### src/rtl/alu_pkg.sv
// Shared encodings for the ALU operand path; also consumed by the control decoder.
package alu_pkg;

    localparam logic [1:0] BSEL_REG   = 2'b00;
    localparam logic [1:0] BSEL_SEXT  = 2'b01;
    localparam logic [1:0] BSEL_ZEXT  = 2'b10;
    localparam logic [1:0] BSEL_UPPER = 2'b11;

endpackage

### src/rtl/alu_operand_stage_if.sv
// Operand request / operand pair handshake between register read, the operand stage and the ALU.
interface alu_operand_stage_if #(
    parameter int unsigned DATA_W = 16,
    parameter int unsigned IMM_W  = 8,
    parameter int unsigned REG_AW = 3
) ();

    logic              in_valid;
    logic              in_ready;
    logic [DATA_W-1:0] rd_q;
    logic [DATA_W-1:0] rs_q;
    logic [REG_AW-1:0] rd_addr;
    logic [REG_AW-1:0] rs_addr;
    logic [IMM_W-1:0]  offset;
    logic [1:0]        b_sel;
    logic              fwd_en;
    logic [REG_AW-1:0] fwd_addr;
    logic [DATA_W-1:0] fwd_data;
    logic              out_valid;
    logic              out_ready;
    logic [DATA_W-1:0] op_a;
    logic [DATA_W-1:0] op_b;

    // Stage-side view.
    modport slave (
        input  in_valid, rd_q, rs_q, rd_addr, rs_addr, offset, b_sel,
        input  fwd_en, fwd_addr, fwd_data, out_ready,
        output in_ready, out_valid, op_a, op_b
    );

    // Environment-side view (register read + ALU).
    modport master (
        output in_valid, rd_q, rs_q, rd_addr, rs_addr, offset, b_sel,
        output fwd_en, fwd_addr, fwd_data, out_ready,
        input  in_ready, out_valid, op_a, op_b
    );

endinterface

### src/rtl/operand_extend.sv
// Widens the instruction immediate to operand width according to the b_sel mode.
module operand_extend
    import alu_pkg::*;
#(
    parameter int unsigned DATA_W = 16,
    parameter int unsigned IMM_W  = 8
) (
    input  logic [IMM_W-1:0]  offset_i,
    input  logic [1:0]        b_sel_i,
    output logic [DATA_W-1:0] imm_o
);

    logic [DATA_W-1:0] sext;
    logic [DATA_W-1:0] zext;
    logic [DATA_W-1:0] upper;

    // Full-width immediates need no padding, so every mode collapses to the raw offset.
    if (IMM_W < DATA_W) begin : g_pad
        assign sext  = {{(DATA_W - IMM_W){offset_i[IMM_W-1]}}, offset_i};
        assign zext  = {{(DATA_W - IMM_W){1'b0}}, offset_i};
        assign upper = {offset_i, {(DATA_W - IMM_W){1'b0}}};
    end else begin : g_full
        assign sext  = offset_i;
        assign zext  = offset_i;
        assign upper = offset_i;
    end

    always_comb begin
        imm_o = '0;
        unique case (b_sel_i)
            BSEL_SEXT:  imm_o = sext;
            BSEL_ZEXT:  imm_o = zext;
            BSEL_UPPER: imm_o = upper;
            default:    imm_o = '0;
        endcase
    end

endmodule

### src/rtl/alu_operand_stage.sv
// Operand formation with write-back bypass, registered output and a one-entry skid buffer.
module alu_operand_stage
    import alu_pkg::*;
#(
    parameter int unsigned DATA_W = 16,
    parameter int unsigned IMM_W  = 8,
    parameter int unsigned REG_AW = 3
) (
    input  logic                clk,
    input  logic                rst,
    alu_operand_stage_if.slave  bus
);

    logic [REG_AW-1:0] rd_addr;
    logic [REG_AW-1:0] rs_addr;
    logic [REG_AW-1:0] fwd_addr;
    logic [DATA_W-1:0] imm;
    logic [DATA_W-1:0] a_src;
    logic [DATA_W-1:0] b_reg;
    logic [DATA_W-1:0] pair_b;
    logic              accept;
    logic              load_out;

    logic              out_valid_q, out_valid_d;
    logic [DATA_W-1:0] op_a_q, op_a_d;
    logic [DATA_W-1:0] op_b_q, op_b_d;
    logic              skid_valid_q, skid_valid_d;
    logic [DATA_W-1:0] skid_a_q, skid_a_d;
    logic [DATA_W-1:0] skid_b_q, skid_b_d;

    assign rd_addr  = bus.rd_addr;
    assign rs_addr  = bus.rs_addr;
    assign fwd_addr = bus.fwd_addr;

    operand_extend #(
        .DATA_W (DATA_W),
        .IMM_W  (IMM_W)
    ) u_extend (
        .offset_i (bus.offset),
        .b_sel_i  (bus.b_sel),
        .imm_o    (imm)
    );

    // Bypass is evaluated only against the accept-cycle write-back.
    assign a_src  = (bus.fwd_en && (fwd_addr == rd_addr)) ? bus.fwd_data : bus.rd_q;
    assign b_reg  = (bus.fwd_en && (fwd_addr == rs_addr)) ? bus.fwd_data : bus.rs_q;
    assign pair_b = (bus.b_sel == BSEL_REG) ? b_reg : imm;

    assign bus.in_ready = !rst && !skid_valid_q;
    assign accept       = bus.in_valid && bus.in_ready;
    assign load_out     = !out_valid_q || bus.out_ready;

    always_comb begin
        out_valid_d  = out_valid_q;
        op_a_d       = op_a_q;
        op_b_d       = op_b_q;
        skid_valid_d = skid_valid_q;
        skid_a_d     = skid_a_q;
        skid_b_d     = skid_b_q;
        if (load_out) begin
            // The skid entry is older than any new request, so it drains first.
            if (skid_valid_q) begin
                out_valid_d  = 1'b1;
                op_a_d       = skid_a_q;
                op_b_d       = skid_b_q;
                skid_valid_d = 1'b0;
            end else if (accept) begin
                out_valid_d = 1'b1;
                op_a_d      = a_src;
                op_b_d      = pair_b;
            end else begin
                out_valid_d = 1'b0;
            end
        end else if (accept) begin
            skid_valid_d = 1'b1;
            skid_a_d     = a_src;
            skid_b_d     = pair_b;
        end
    end

    always_ff @(posedge clk) begin
        if (rst) begin
            out_valid_q  <= 1'b0;
            op_a_q       <= '0;
            op_b_q       <= '0;
            skid_valid_q <= 1'b0;
            skid_a_q     <= '0;
            skid_b_q     <= '0;
        end else begin
            out_valid_q  <= out_valid_d;
            op_a_q       <= op_a_d;
            op_b_q       <= op_b_d;
            skid_valid_q <= skid_valid_d;
            skid_a_q     <= skid_a_d;
            skid_b_q     <= skid_b_d;
        end
    end

    assign bus.out_valid = out_valid_q;
    assign bus.op_a      = op_a_q;
    assign bus.op_b      = op_b_q;

endmodule
### src/flat_wrapper.sv
// flat-port wrapper written by rule: the top's interface ports become plain ports
module alu_operand_stage_flat import alu_pkg::*;
#(
    parameter int unsigned DATA_W = 16,
    parameter int unsigned IMM_W  = 8,
    parameter int unsigned REG_AW = 3
)
  (clk, rst, bus_in_valid, bus_rd_q, bus_rs_q, bus_rd_addr, bus_rs_addr, bus_offset, bus_b_sel, bus_fwd_en, bus_fwd_addr, bus_fwd_data, bus_out_ready, bus_in_ready, bus_out_valid, bus_op_a, bus_op_b);
  alu_operand_stage_if #(.DATA_W(DATA_W), .IMM_W(IMM_W), .REG_AW(REG_AW)) bus_i ();
  input  logic clk;
  input  logic rst;
  input wire logic [$bits(bus_i.in_valid)-1:0] bus_in_valid;
  input wire logic [$bits(bus_i.rd_q)-1:0] bus_rd_q;
  input wire logic [$bits(bus_i.rs_q)-1:0] bus_rs_q;
  input wire logic [$bits(bus_i.rd_addr)-1:0] bus_rd_addr;
  input wire logic [$bits(bus_i.rs_addr)-1:0] bus_rs_addr;
  input wire logic [$bits(bus_i.offset)-1:0] bus_offset;
  input wire logic [$bits(bus_i.b_sel)-1:0] bus_b_sel;
  input wire logic [$bits(bus_i.fwd_en)-1:0] bus_fwd_en;
  input wire logic [$bits(bus_i.fwd_addr)-1:0] bus_fwd_addr;
  input wire logic [$bits(bus_i.fwd_data)-1:0] bus_fwd_data;
  input wire logic [$bits(bus_i.out_ready)-1:0] bus_out_ready;
  output wire logic [$bits(bus_i.in_ready)-1:0] bus_in_ready;
  output wire logic [$bits(bus_i.out_valid)-1:0] bus_out_valid;
  output wire logic [$bits(bus_i.op_a)-1:0] bus_op_a;
  output wire logic [$bits(bus_i.op_b)-1:0] bus_op_b;
  assign bus_i.in_valid = bus_in_valid;
  assign bus_i.rd_q = bus_rd_q;
  assign bus_i.rs_q = bus_rs_q;
  assign bus_i.rd_addr = bus_rd_addr;
  assign bus_i.rs_addr = bus_rs_addr;
  assign bus_i.offset = bus_offset;
  assign bus_i.b_sel = bus_b_sel;
  assign bus_i.fwd_en = bus_fwd_en;
  assign bus_i.fwd_addr = bus_fwd_addr;
  assign bus_i.fwd_data = bus_fwd_data;
  assign bus_i.out_ready = bus_out_ready;
  assign bus_in_ready = bus_i.in_ready;
  assign bus_out_valid = bus_i.out_valid;
  assign bus_op_a = bus_i.op_a;
  assign bus_op_b = bus_i.op_b;
  alu_operand_stage #(.DATA_W(DATA_W), .IMM_W(IMM_W), .REG_AW(REG_AW)) u_core (.clk(clk), .rst(rst), .bus(bus_i));
endmodule
### config.mk
export PLATFORM = sky130hd
export DESIGN_NAME = alu_operand_stage_flat
export DESIGN_NICKNAME = d
export VERILOG_FILES = /design/src/rtl/alu_pkg.sv /design/src/rtl/alu_operand_stage_if.sv /design/src/rtl/operand_extend.sv /design/src/rtl/alu_operand_stage.sv /design/src/flat_wrapper.sv
export SDC_FILE = /design/constraint.sdc
export NUM_CORES = 1
export LEC_CHECK = 0
export CAP_MARGIN = 15
export CORE_ASPECT_RATIO = 0.9
export CORE_MARGIN = 3
export CORE_UTILIZATION = 50
export CTS_BUF_LIST = sky130_fd_sc_hd__clkbuf_8 sky130_fd_sc_hd__clkbuf_16
export CTS_CLUSTER_SIZE = 24
export DETAILED_ROUTE_END_ITERATION = 7
export GPL_ROUTABILITY_DRIVEN = 1
export GPL_TIMING_DRIVEN = 0
export PLACE_DENSITY = 0.91
export SETUP_SLACK_MARGIN = 0.1
export SLEW_MARGIN = 20
export SYNTH_ARGS = -nofsm -noshare
export SYNTH_HDL_FRONTEND = slang
export SYNTH_SLANG_ARGS = --single-unit
### constraint.sdc
create_clock -name clk -period 3.46 [get_ports clk]
set_input_delay 0.692 -clock clk [delete_from_list [all_inputs] [get_ports clk]]
set_output_delay 0.692 -clock clk [all_outputs]
set_load 0.05 [all_outputs]
# == Yosys cells after proc, flatten, opt, wreduce, memory -nomap -nowiden ==
# Cells that the tools add are included.
# word_totals
reg_bits,66
output_inout_bits,34
wordCells,35
# classes
n_bitwise,1
eq_ne,5
n_reduce_logical,13
muxes,10
# op_table
cell,count
2-to-1 mux 16 bit,7
one-hot mux 16 bit (3 select lines),1
== test 3 bit,2
"== test 2 bit, second input constant",2
logical AND 1 bit,4
AND reduction 2 bit,2
zero test 1 bit,3
"== test 2 x 1 -> 1 bit, second input constant",1
zero test 2 bit,1
2-to-1 mux 1 bit,2
nonzero test 2 bit,1
OR reduction 2 bit,1
logical OR 1 bit,1
inverter 1 bit,1

# == Logic depth before layout (Yosys ltp) ==
# depth
word_depth,6
depth_mapped,7

# == Hierarchy ==
# Synthesis repeated with hierarchy kept, for this count alone.
# hier_totals
hier_cells,483
hier_area_um2,4102.7
# modules_own_cells
module,seq_area_each_um2,cells_per_inst,n_inst,area_per_inst_um2
alu_operand_stage,1321.3,457,1,3910.0
operand_extend,0.0,26,1,192.7

# == Least setup slack after synthesis ==
# Ideal clock, no wire load.
# synth_timing
kind,input-to-output
start,in rst
end,out bus_in_ready
cell_stages,3
arrival_ns,1.745
required_time_ns,2.768
slack_ns,1.023
cell_sequence,clkbuf_1 -> clkbuf_1 -> nor2_1
# synth_between
elab_chain_cells,2
# synth_rtl
element,line_no,rtl
from (decl),flat_wrapper.sv:11,input logic rst;
zero test 1 bit,alu_operand_stage.sv:49,assign bus.in_ready = !rst && !skid_valid_q;
logical AND 1 bit,alu_operand_stage.sv:49,
to (decl),flat_wrapper.sv:23,output wire logic [$bits(bus_i.in_ready)-1:0] bus_in_ready;
# No other way between the ends.

# == Worst setup path in the final report ==
# Same ends and word-level chain as after synthesis.

==> results.sh <==
export IMPL_outcome="finished clean"
export IMPL_ys_ff_latch=66
export IMPL_core_mm2=0.00729
export IMPL_cts_sinks=66
export IMPL_whs_path_depth=2
export IMPL_htreeDepth=3
export IMPL_crit_slowest_cell="clkdlybuf4s50_1"
export IMPL_yosysTopAreaCell="dfxtp_1"
export IMPL_p_leak_uw=0.00189
export IMPL_dp_hpwl_mm=9.80
export IMPL_synth_nets=515
export IMPL_required_ns=2.77
export IMPL_layout_commonest_cell="clkdlybuf4s50_1"
export IMPL_crit_chain="clkdlybuf4s50_1 -> clkbuf_1 -> clkbuf_2 -> nor2_1 -> dlygate4sd2_1"
export IMPL_synth_ff_type="dfxtp_1"
export IMPL_num_fill_cells=524
export IMPL_cts_root_buf="clkbuf_8"
export IMPL_die_width_um=98.9
export IMPL_drv_slew=0
export IMPL_synth_top_area_frac=0.341
export IMPL_dr_pass1_iters=6
export IMPL_hold_path_class="reg2reg"
export IMPL_min_period_over_period=0.917
export IMPL_final_cell_area_mm2=0.00527
export IMPL_p_sw_frac=0.306
export IMPL_critical_path_max_stage_delay_ns=0.52
export IMPL_p_comb_frac=0.255
export IMPL_drive_gt1_frac=0.117
export IMPL_gr_total_overflow=0
export IMPL_num_rows=29
export IMPL_regArea_mm2=0.00132
export IMPL_placed_area_mm2=0.00503
export IMPL_cts_path_max_buffers=2
export IMPL_async_reset_ff_frac=0
export IMPL_track_usage=0.305
export IMPL_powerDensity_mw_per_mm2=407
export IMPL_reg2reg_slack_ns=1.35
export IMPL_worst_slew_pin_slew_ns=0.708
export IMPL_syn_inst=443
export IMPL_p_clk_frac=0.363
export IMPL_diodes=0
export IMPL_place_gp_congestion=0.962
export IMPL_layout_cells_non_filler=655
export IMPL_power_switching_uw=655
export IMPL_die_h_um=89.6
export IMPL_first_iter_violations=471
export IMPL_hold_end="u_core.skid_b_q[4]"
export IMPL_initial_core_util=0.532
export IMPL_irDropWorstVdd_uv=278
export IMPL_r2r_cells=7
export IMPL_critPathTopFamily="buffers and inverters"
export IMPL_synthTopCellsByArea="dfxtp_1, a211oi_1, a311oi_2, mux2i_1, nand2_1"
export IMPL_worstSetupEndpointType="primary output"
export IMPL_seq_area_frac_synth=0.341
export IMPL_setup_viol=0
export IMPL_wirelength_mm=13.5
export IMPL_hold_buffers=0
export IMPL_p_int_uw=1490
export IMPL_die_area_mm2=0.00885
export IMPL_cts_tree="yes"
export IMPL_cts_made_buffers=9
export IMPL_num_nets_final=629
export IMPL_io_pins=106
export IMPL_antenna_left=0
export IMPL_rr_startpoint="u_core.bus.out_valid"
export IMPL_critPathKind="in2out"
export IMPL_grt_antenna_before_repair=0
export IMPL_first_global_vias=4154
export IMPL_slew_headroom=0.528
export IMPL_r2r_end="u_core.bus.op_a[6]"
export IMPL_post_route_min_period_ns=3.17
export IMPL_hold_start="u_core.skid_b_q[4]"
export IMPL_finalHoldViolations=0
export IMPL_synth_edff_count=0
export IMPL_postSynthAreaPerCell_um2=8.76
export IMPL_yosysWarnings=0
export IMPL_finalWorstSetupSlack_ns=0.287
export IMPL_vias=4202
export IMPL_arrival_ns=2.48
export IMPL_fin_hold_ws_ns=0.496
export IMPL_drc=0
export IMPL_place_ws_ns=-0.108
export IMPL_grt_max_degree=12
export IMPL_pwr_share_seq=0.382
export IMPL_fin_skew_ns=0.00859
export IMPL_fmax_mhz=315
export IMPL_start_kind="input pin"
export IMPL_grt_setup_unrepaired="false"
export IMPL_area_delta_synth_final_pct=35.7
export IMPL_maxCapViolCount=0
export IMPL_synthesis_area_mm2=0.00388
export IMPL_portBuffers=103
export IMPL_path_clk_slew_ns=0.07
export IMPL_cp_max_fo=10
export IMPL_path_buf_inv=4
export IMPL_clk_latency_ns=0.36
export IMPL_dpl_cell_count=639
export IMPL_wl_per_cell_um=20.6
export IMPL_multi_input_area_mm2=0.00226
export IMPL_viasPerCell=6.42
export IMPL_grt_pass1_wl_mm=21.2
export IMPL_yosys_cell_types_count=33
export IMPL_mostFrequentLayoutCells="clkdlybuf4s50_1, dfxtp_1, a211oi_1"
export IMPL_tns_ns=0
[power by group through the flow]
| stage | registers, uW | clock network (uW) | logic [uW] |
|---|---|---|---|
| detailed placement | 834 | 0 | 531 |
| floorplan | 927 | 0 | 224 |
| global route | 822 | 808 | 574 |
| CTS | 817 | 776 | 535 |
| finish | 818 | 778 | 546 |
| global placement | 833 | 0 | 520 |
[worst min-delay path, cell delays in order, from the launching register on]
cell and delay, ns:
dfxtp_1 0.31, nor2_1 0.09, a311oi_1 0.05
[cell type report]
class                           instances  share of cell area
Clock inverter                          4              0.0138
Inverter                               17              0.0121
Buffer                                 46              0.0440
Tap cell                               93              0.0221
Multi-Input combinational cell        314               0.430
Sequential cell                        66               0.251
Clock buffer                           12              0.0314
Timing Repair Buffer                  103               0.196
[stage by stage]
step	power [uW]	utilization
floorplan	1150	-
global placement	1350	0.689
detailed placement	1370	0.689
CTS	2130	0.722
global route	2200	0.722
finish	2140	0.722
[logic make-up (layout without fill, tap and decap cells)]
group | Yosys count | count (layout) | share of synthesized area
and+or+nand+nor | 153 | 153 | 0.210
DFF | 66 | 66 | 0.341
AOI/OAI and AO/OA | 122 | 122 | 0.255
muxes | 32 | 32 | 0.0974
xor gates and xnor gates | 7 | 7 | 0.0216
buffers and inverters | 63 | 182 | 0.0758
[worst max-delay path by stage]
stage / startpoint / end / depth (start not counted)
detailed placement: rst / bus_in_ready / 5
floorplan: rst / bus_in_ready / 3
global placement: rst / bus_in_ready / 5
global route: rst / bus_in_ready / 5
CTS: rst / bus_in_ready / 5
finish: rst / bus_in_ready / 5
[synth_stat cells (2+ instances only)]
cell type / n
inv_1: 17
nand3b_1: 16
nand2b_1: 17
a21oi_1: 18
nor2_1: 34
and4_1: 2
xnor2_1: 3
o41ai_1: 15
dfxtp_1: 66
buf_6: 3
a311oi_2: 11
mux2_2: 6
buf_1: 2
a311oi_1: 6
o21ai_0: 8
xnor2_2: 3
nor3b_1: 15
nand2_1: 41
a41oi_1: 16
clkbuf_1: 27
mux2i_1: 16
nor2b_1: 18
mux2_4: 10
a211oi_1: 47
and2_1: 7
buf_2: 12
[timing repair]
item,in CTS,in global routing
endpoints found under the setup margin,1,0
resized for setup,2,0
setup buffers,0,0
[routing by layer]
metal,vias to the layer above,global-route usage,share of wire
met5,-,0,0
met1,1962,0.372,0.39
met2,322,0.501,0.46
met3,66,0.0857,0.12
li1,1852,-,-
met4,0,0.156,0.039
[registers in the layout, indices dropped and copies added (netlist names)]
| signal | flops |
|---|---|
| u_core.bus.op_a | 16 |
| u_core.bus.op_b | 16 |
| u_core.skid_a_q | 16 |
| u_core.skid_b_q | 16 |
| u_core.bus.out_valid | 1 |
| u_core.skid_valid_q | 1 |
(Power assumes the default switching activity.)
